$ cat src/rtl/fft32_frame_loader.sv
// fft32_frame_loader
// Collects a serial stream of complex samples into NPT-sample frames and
// presents each completed frame as one wide word to the first butterfly
// stage. Sample k occupies bits [DW*k +: DW], so sample k and sample k+NPT/2
// sit half a frame apart, as the radix-2 stage expects. Two banks ping-pong:
// one fills while the other holds a complete frame for the consumer.
module fft32_frame_loader #(
    parameter  int DW  = 34,
    parameter  int NPT = 32,
    localparam int FW  = NPT * DW
) (
    input  logic          sys_clk,
    input  logic          sys_rst_n,
    input  logic [DW-1:0] s_data,
    input  logic          s_valid,
    input  logic          s_last,
    output logic          s_ready,
    output logic [FW-1:0] m_data,
    output logic          m_valid,
    input  logic          m_ready,
    output logic          frame_err,
    output logic [15:0]   frame_cnt
);

    localparam int IDXW = $clog2(NPT);

    logic [FW-1:0]   bank0_r;
    logic [FW-1:0]   bank1_r;
    logic            wr_sel_r;
    logic            rd_sel_r;
    logic [IDXW-1:0] wr_idx_r;
    logic [1:0]      full_r;
    logic            frame_err_r;
    logic [15:0]     frame_cnt_r;

    logic            ready_s;
    logic            accept_s;
    logic            last_slot_s;
    logic            commit_s;
    logic            early_s;
    logic            handoff_s;
    logic            m_valid_s;
    logic [FW-1:0]   m_data_s;
    logic [1:0]      full_next_s;

    // The write bank is only ever full when both banks hold frames, so
    // back-pressure depends on register state alone, never on m_ready.
    assign ready_s     = !full_r[wr_sel_r];
    assign accept_s    = s_valid && ready_s;
    assign last_slot_s = (wr_idx_r == IDXW'(NPT - 1));
    assign commit_s    = accept_s && last_slot_s;
    assign early_s     = accept_s && s_last && !last_slot_s;
    assign m_valid_s   = full_r[rd_sel_r];
    assign handoff_s   = m_valid_s && m_ready;

    // Commit and handoff can coincide; they always address different banks
    // because a commit needs an empty write bank and a handoff a full read bank.
    assign full_next_s[0] = (full_r[0] && !(handoff_s && !rd_sel_r)) || (commit_s && !wr_sel_r);
    assign full_next_s[1] = (full_r[1] && !(handoff_s &&  rd_sel_r)) || (commit_s &&  wr_sel_r);

    // Select the read bank for presentation; its contents cannot change while full.
    always_comb begin
        if (rd_sel_r) begin
            m_data_s = bank1_r;
        end else begin
            m_data_s = bank0_r;
        end
    end

    // Write each accepted sample into its slot of the current write bank.
    always_ff @(posedge sys_clk or negedge sys_rst_n) begin
        if (!sys_rst_n) begin
            bank0_r <= '0;
            bank1_r <= '0;
        end else begin
            for (int k = 0; k < NPT; k++) begin
                if (accept_s && (wr_idx_r == IDXW'(k))) begin
                    if (wr_sel_r) begin
                        bank1_r[k*DW +: DW] <= s_data;
                    end else begin
                        bank0_r[k*DW +: DW] <= s_data;
                    end
                end
            end
        end
    end

    // Frame assembly control: slot index, bank pointers, occupancy and status.
    always_ff @(posedge sys_clk or negedge sys_rst_n) begin
        if (!sys_rst_n) begin
            wr_sel_r    <= 1'b0;
            rd_sel_r    <= 1'b0;
            wr_idx_r    <= '0;
            full_r      <= 2'b00;
            frame_err_r <= 1'b0;
            frame_cnt_r <= 16'd0;
        end else begin
            full_r      <= full_next_s;
            // A missing s_last on slot NPT-1 still commits; an early s_last
            // drops the partial frame. Both are reported as framing errors.
            frame_err_r <= (commit_s && !s_last) || early_s;
            if (commit_s) begin
                wr_sel_r    <= !wr_sel_r;
                wr_idx_r    <= '0;
                frame_cnt_r <= frame_cnt_r + 16'd1;
            end else if (early_s) begin
                wr_idx_r    <= '0;
            end else if (accept_s) begin
                wr_idx_r    <= wr_idx_r + IDXW'(1);
            end
            if (handoff_s) begin
                rd_sel_r <= !rd_sel_r;
            end
        end
    end

    assign s_ready   = ready_s;
    assign m_valid   = m_valid_s;
    assign m_data    = m_data_s;
    assign frame_err = frame_err_r;
    assign frame_cnt = frame_cnt_r;

endmodule

$ cat config.mk
export PLATFORM = sky130hd
export DESIGN_NAME = fft32_frame_loader
export DESIGN_NICKNAME = d
export VERILOG_FILES = /design/src/rtl/fft32_frame_loader.sv
export SDC_FILE = /design/constraint.sdc
export NUM_CORES = 2
export LEC_CHECK = 0
export CAP_MARGIN = 0
export CORE_AREA = 2 2 446 448
export CTS_CLUSTER_DIAMETER = 40
export DETAILED_ROUTE_END_ITERATION = 7
export DIE_AREA = 0 0 448 450
export PLACE_DENSITY = 0.71
export SLEW_MARGIN = 20
export SYNTH_ARGS = -nofsm -noshare
export SYNTH_HDL_FRONTEND = slang
export SYNTH_SLANG_ARGS = --single-unit
$ cat constraint.sdc
create_clock -name sys_clk -period 3.1 [get_ports sys_clk]
set_clock_uncertainty 0.05 [all_clocks]
set_input_delay 0.465 -clock sys_clk [delete_from_list [all_inputs] [get_ports sys_clk]]
set_output_delay 0.465 -clock sys_clk [all_outputs]
set_load 0.02 [all_outputs]
==> impl_metrics.yaml <==
outcome:
  outcome: "finished, violations left"
  failed_checks: "negative setup slack"
yosys:
  ys_types: 35
  synth_top_area_share_pct: 57.54
  postSynthAreaPerCell_um2: 15.41
  yosysWarnings: 0
  synth_area_um2: 95760
  yosys_most_used_dff: "dfrtp_1"
  async_flop_share_pct: 100.0
  syn_nets: 6260
  yosys_register_bits: 2202
  yosysSeqAreaShare_pct: 57.54
  synth_top_cell_by_area: "dfrtp_1"
  synth.area.top_cells: "dfrtp_1, mux2_2, clkbuf_1, buf_4, buf_2"
  synthCells: 6214
  synth-edff-count: 0
cts:
  cts-root-buf: "clkbuf_16"
  cts-buffers-inserted: 347
  clkTransAtPathRegs_ns: 0.05
  clock_latency_ns: 0.94
  cts.sinks: 2202
  clockBufferDepth: 4
  ctsHtreeMaxLevel: 5
  cts_tree: "built"
setup_path:
  r2r-end: "bank0_r[1075]"
  reg2reg_depth: 7
  end_kind: "primary output"
  rr_startpoint: "wr_idx_r[0]"
  worstSetupPathType: "flop to primary output"
  cp.required_ns: 2.58
  arrival_ns: 3.00
  crit_fanout: 90
  regToRegSetupSlack_ns: 0.46
  startpoint_type: "flop"
power:
  leakagePower_nw: 68.81
  powerDensity_nw_per_um2: 640.4
  p_total_mw: 79.96
  ir_worst_vdd_mv: 0.6005
detailed_routing:
  drt_iter0_markers: 3121
  via_count: 58570
  dr.pass1.iters: 5
  drt-vias-per-instance: 5.619
  wl_um: 305600
  ant_nets: 0
  wl_per_cell_um: 29.32
  drc: 0
timing:
  grt_setup_unrepaired: "yes"
  slew_headroom_pct: 33.44
  fmax_mhz: 284.3
  maxSlewViolCount: 0
  period_minus_slack_ns: 3.518
  finalSetupViolCount: 842
  hold_violations: 0
  fin_crit_sh_pct: 113.5
  worst_slack_ns: -0.4180
  tns_ns: -182.03
  tightestPinTransition_ns: 0.9984
floorplanning:
  die_h_um: 450
  initial_core_util_pct: 48.71
  fp.coreArea_um2: 196600
  io_pins: 1146
  placementRows: 163
  die_w_um: 448
  dieArea_um2: 201600
min_path:
  hp-start: "s_data[0]"
  hp-class: "input pin to flop"
  min_path_cells: 2
  whs_endpoint: "bank1_r[612]"
finish:
  drive_above_1_share_pct: 58.99
  nets: 7558
  syn_to_final_growth_pct: 30.38
  final_common_cell: "mux2_2"
  fin_area_um2: 124800
  layout_common_cells: "mux2_2, dfrtp_1, dlymetal6s2s_1"
  fin_util_pct: 63.50
grt:
  grt_pass1_vias: 62450
  grt_pass1_wl_um: 436700
  grtUsageTotal_pct: 29.60
  gr-total-overflow: 0
  grt_max_degree: 116
  antenna_found_initial: 9
job:
  drv_cap: 0
place:
  hpwl_um: 198700
  place_area_um2: 111300
  place_congestion: 0.8175
  port_buffers: 1145
-- where the power goes --
group / internal, mW / total [mW] / switching [mW]
registers: 30.3 / 31.0 / 0.712
logic: 4.41 / 10.1 / 5.68
clock network: 24.5 / 38.9 / 14.4
-- synth_stat cells (6+ instances only) --
library cell	instances
mux2_2	3260
ha_1	7
xnor2_1	10
o21ai_0	6
buf_2	154
mux2_1	6
nand2_1	29
buf_1	32
nor2_2	40
and2_1	7
nand3_1	14
buf_6	6
nand2_2	8
nor2_1	11
buf_4	114
clkbuf_1	264
xor2_1	6
dfrtp_1	2202
-- per-stage QoR --
step	cells	worst slack (ns)	hold slack [ns]
finish	10420	-0.4180	0.05348
floorplan	6214	0.8339	0.1194
detailed placement	9690	0.1311	0.4223
CTS	10330	-0.4754	0.005474
global placement	9690	0.1560	0.4082
global route	10420	-0.4628	0.02366
-- sequential cells by signal, summed over array words and instances, names as in the netlist --
name / cells
bank0_r: 1088
bank1_r: 1088
frame_cnt: 16
wr_idx_r: 5
full_r: 2
frame_err: 1
rd_sel_r: 1
wr_sel_r: 1
-- worst max path at each step --
stage | start | cells past startpoint | to | slack (ns)
floorplan | wr_idx_r[0] | 8 | bank0_r[1059] | 0.83
global placement | s_valid | 7 | bank0_r[335] | 0.16
detailed placement | s_valid | 7 | bank0_r[330] | 0.13
CTS | rd_sel_r | 6 | m_data[748] | -0.48
global route | rd_sel_r | 7 | m_data[1030] | -0.46
finish | rd_sel_r | 4 | m_data[679] | -0.42
-- cells by family after synthesis --
family,synth area share [%]
multiplexers,38.42
buffers and inverters,2.949
adder cells (fa/ha/maj),0.09146
AO/OA/AOI/OAI,0.06664
AND/OR/NAND/NOR,0.7853
XOR/XNOR,0.1463
flip-flops,57.54
-- layout make-up --
cell class	count	area [um2]
Antenna cell	7	17.52
Clock buffer	405	9318
Clock inverter	208	2382
Fill cell	14530	71760
Inverter	5	18.77
Multi-Input combinational cell	3437	38110
Sequential cell	2202	55110
Tap cell	2640	3303
Timing Repair Buffer	1519	16590
-- worst max-delay path, cell delays in order (launching register included) --
cell	delay, ns
dfrtp_4	0.42
buf_12	0.15
buf_16	0.34
mux2_2	0.41
clkdlybuf4s50_1	0.62
-- metal layers --
| metal | global-route usage [%] | share of wire (%) | up-vias |
|---|---|---|---|
| li1 | - | - | 24820 |
| met1 | 35.38 | 39 | 31520 |
| met2 | 48.07 | 48 | 1518 |
| met3 | 5.480 | 4.7 | 707 |
| met4 | 21.21 | 8.3 | 0 |
| met5 | 0 | 0 | - |
-- what timing repair did --
| action | CTS | global route |
|---|---|---|
| endpoints found under the hold margin | 146 | 0 |
| gates resized for setup | 611 | 1049 |
| gates cloned | 11 | 26 |
| setup buffers | 12 | 64 |
| endpoints found under the setup margin | 1090 | 1090 |
| hold buffers | 2 | 0 |
No activity file was read; power rests on OpenSTA's default activity.
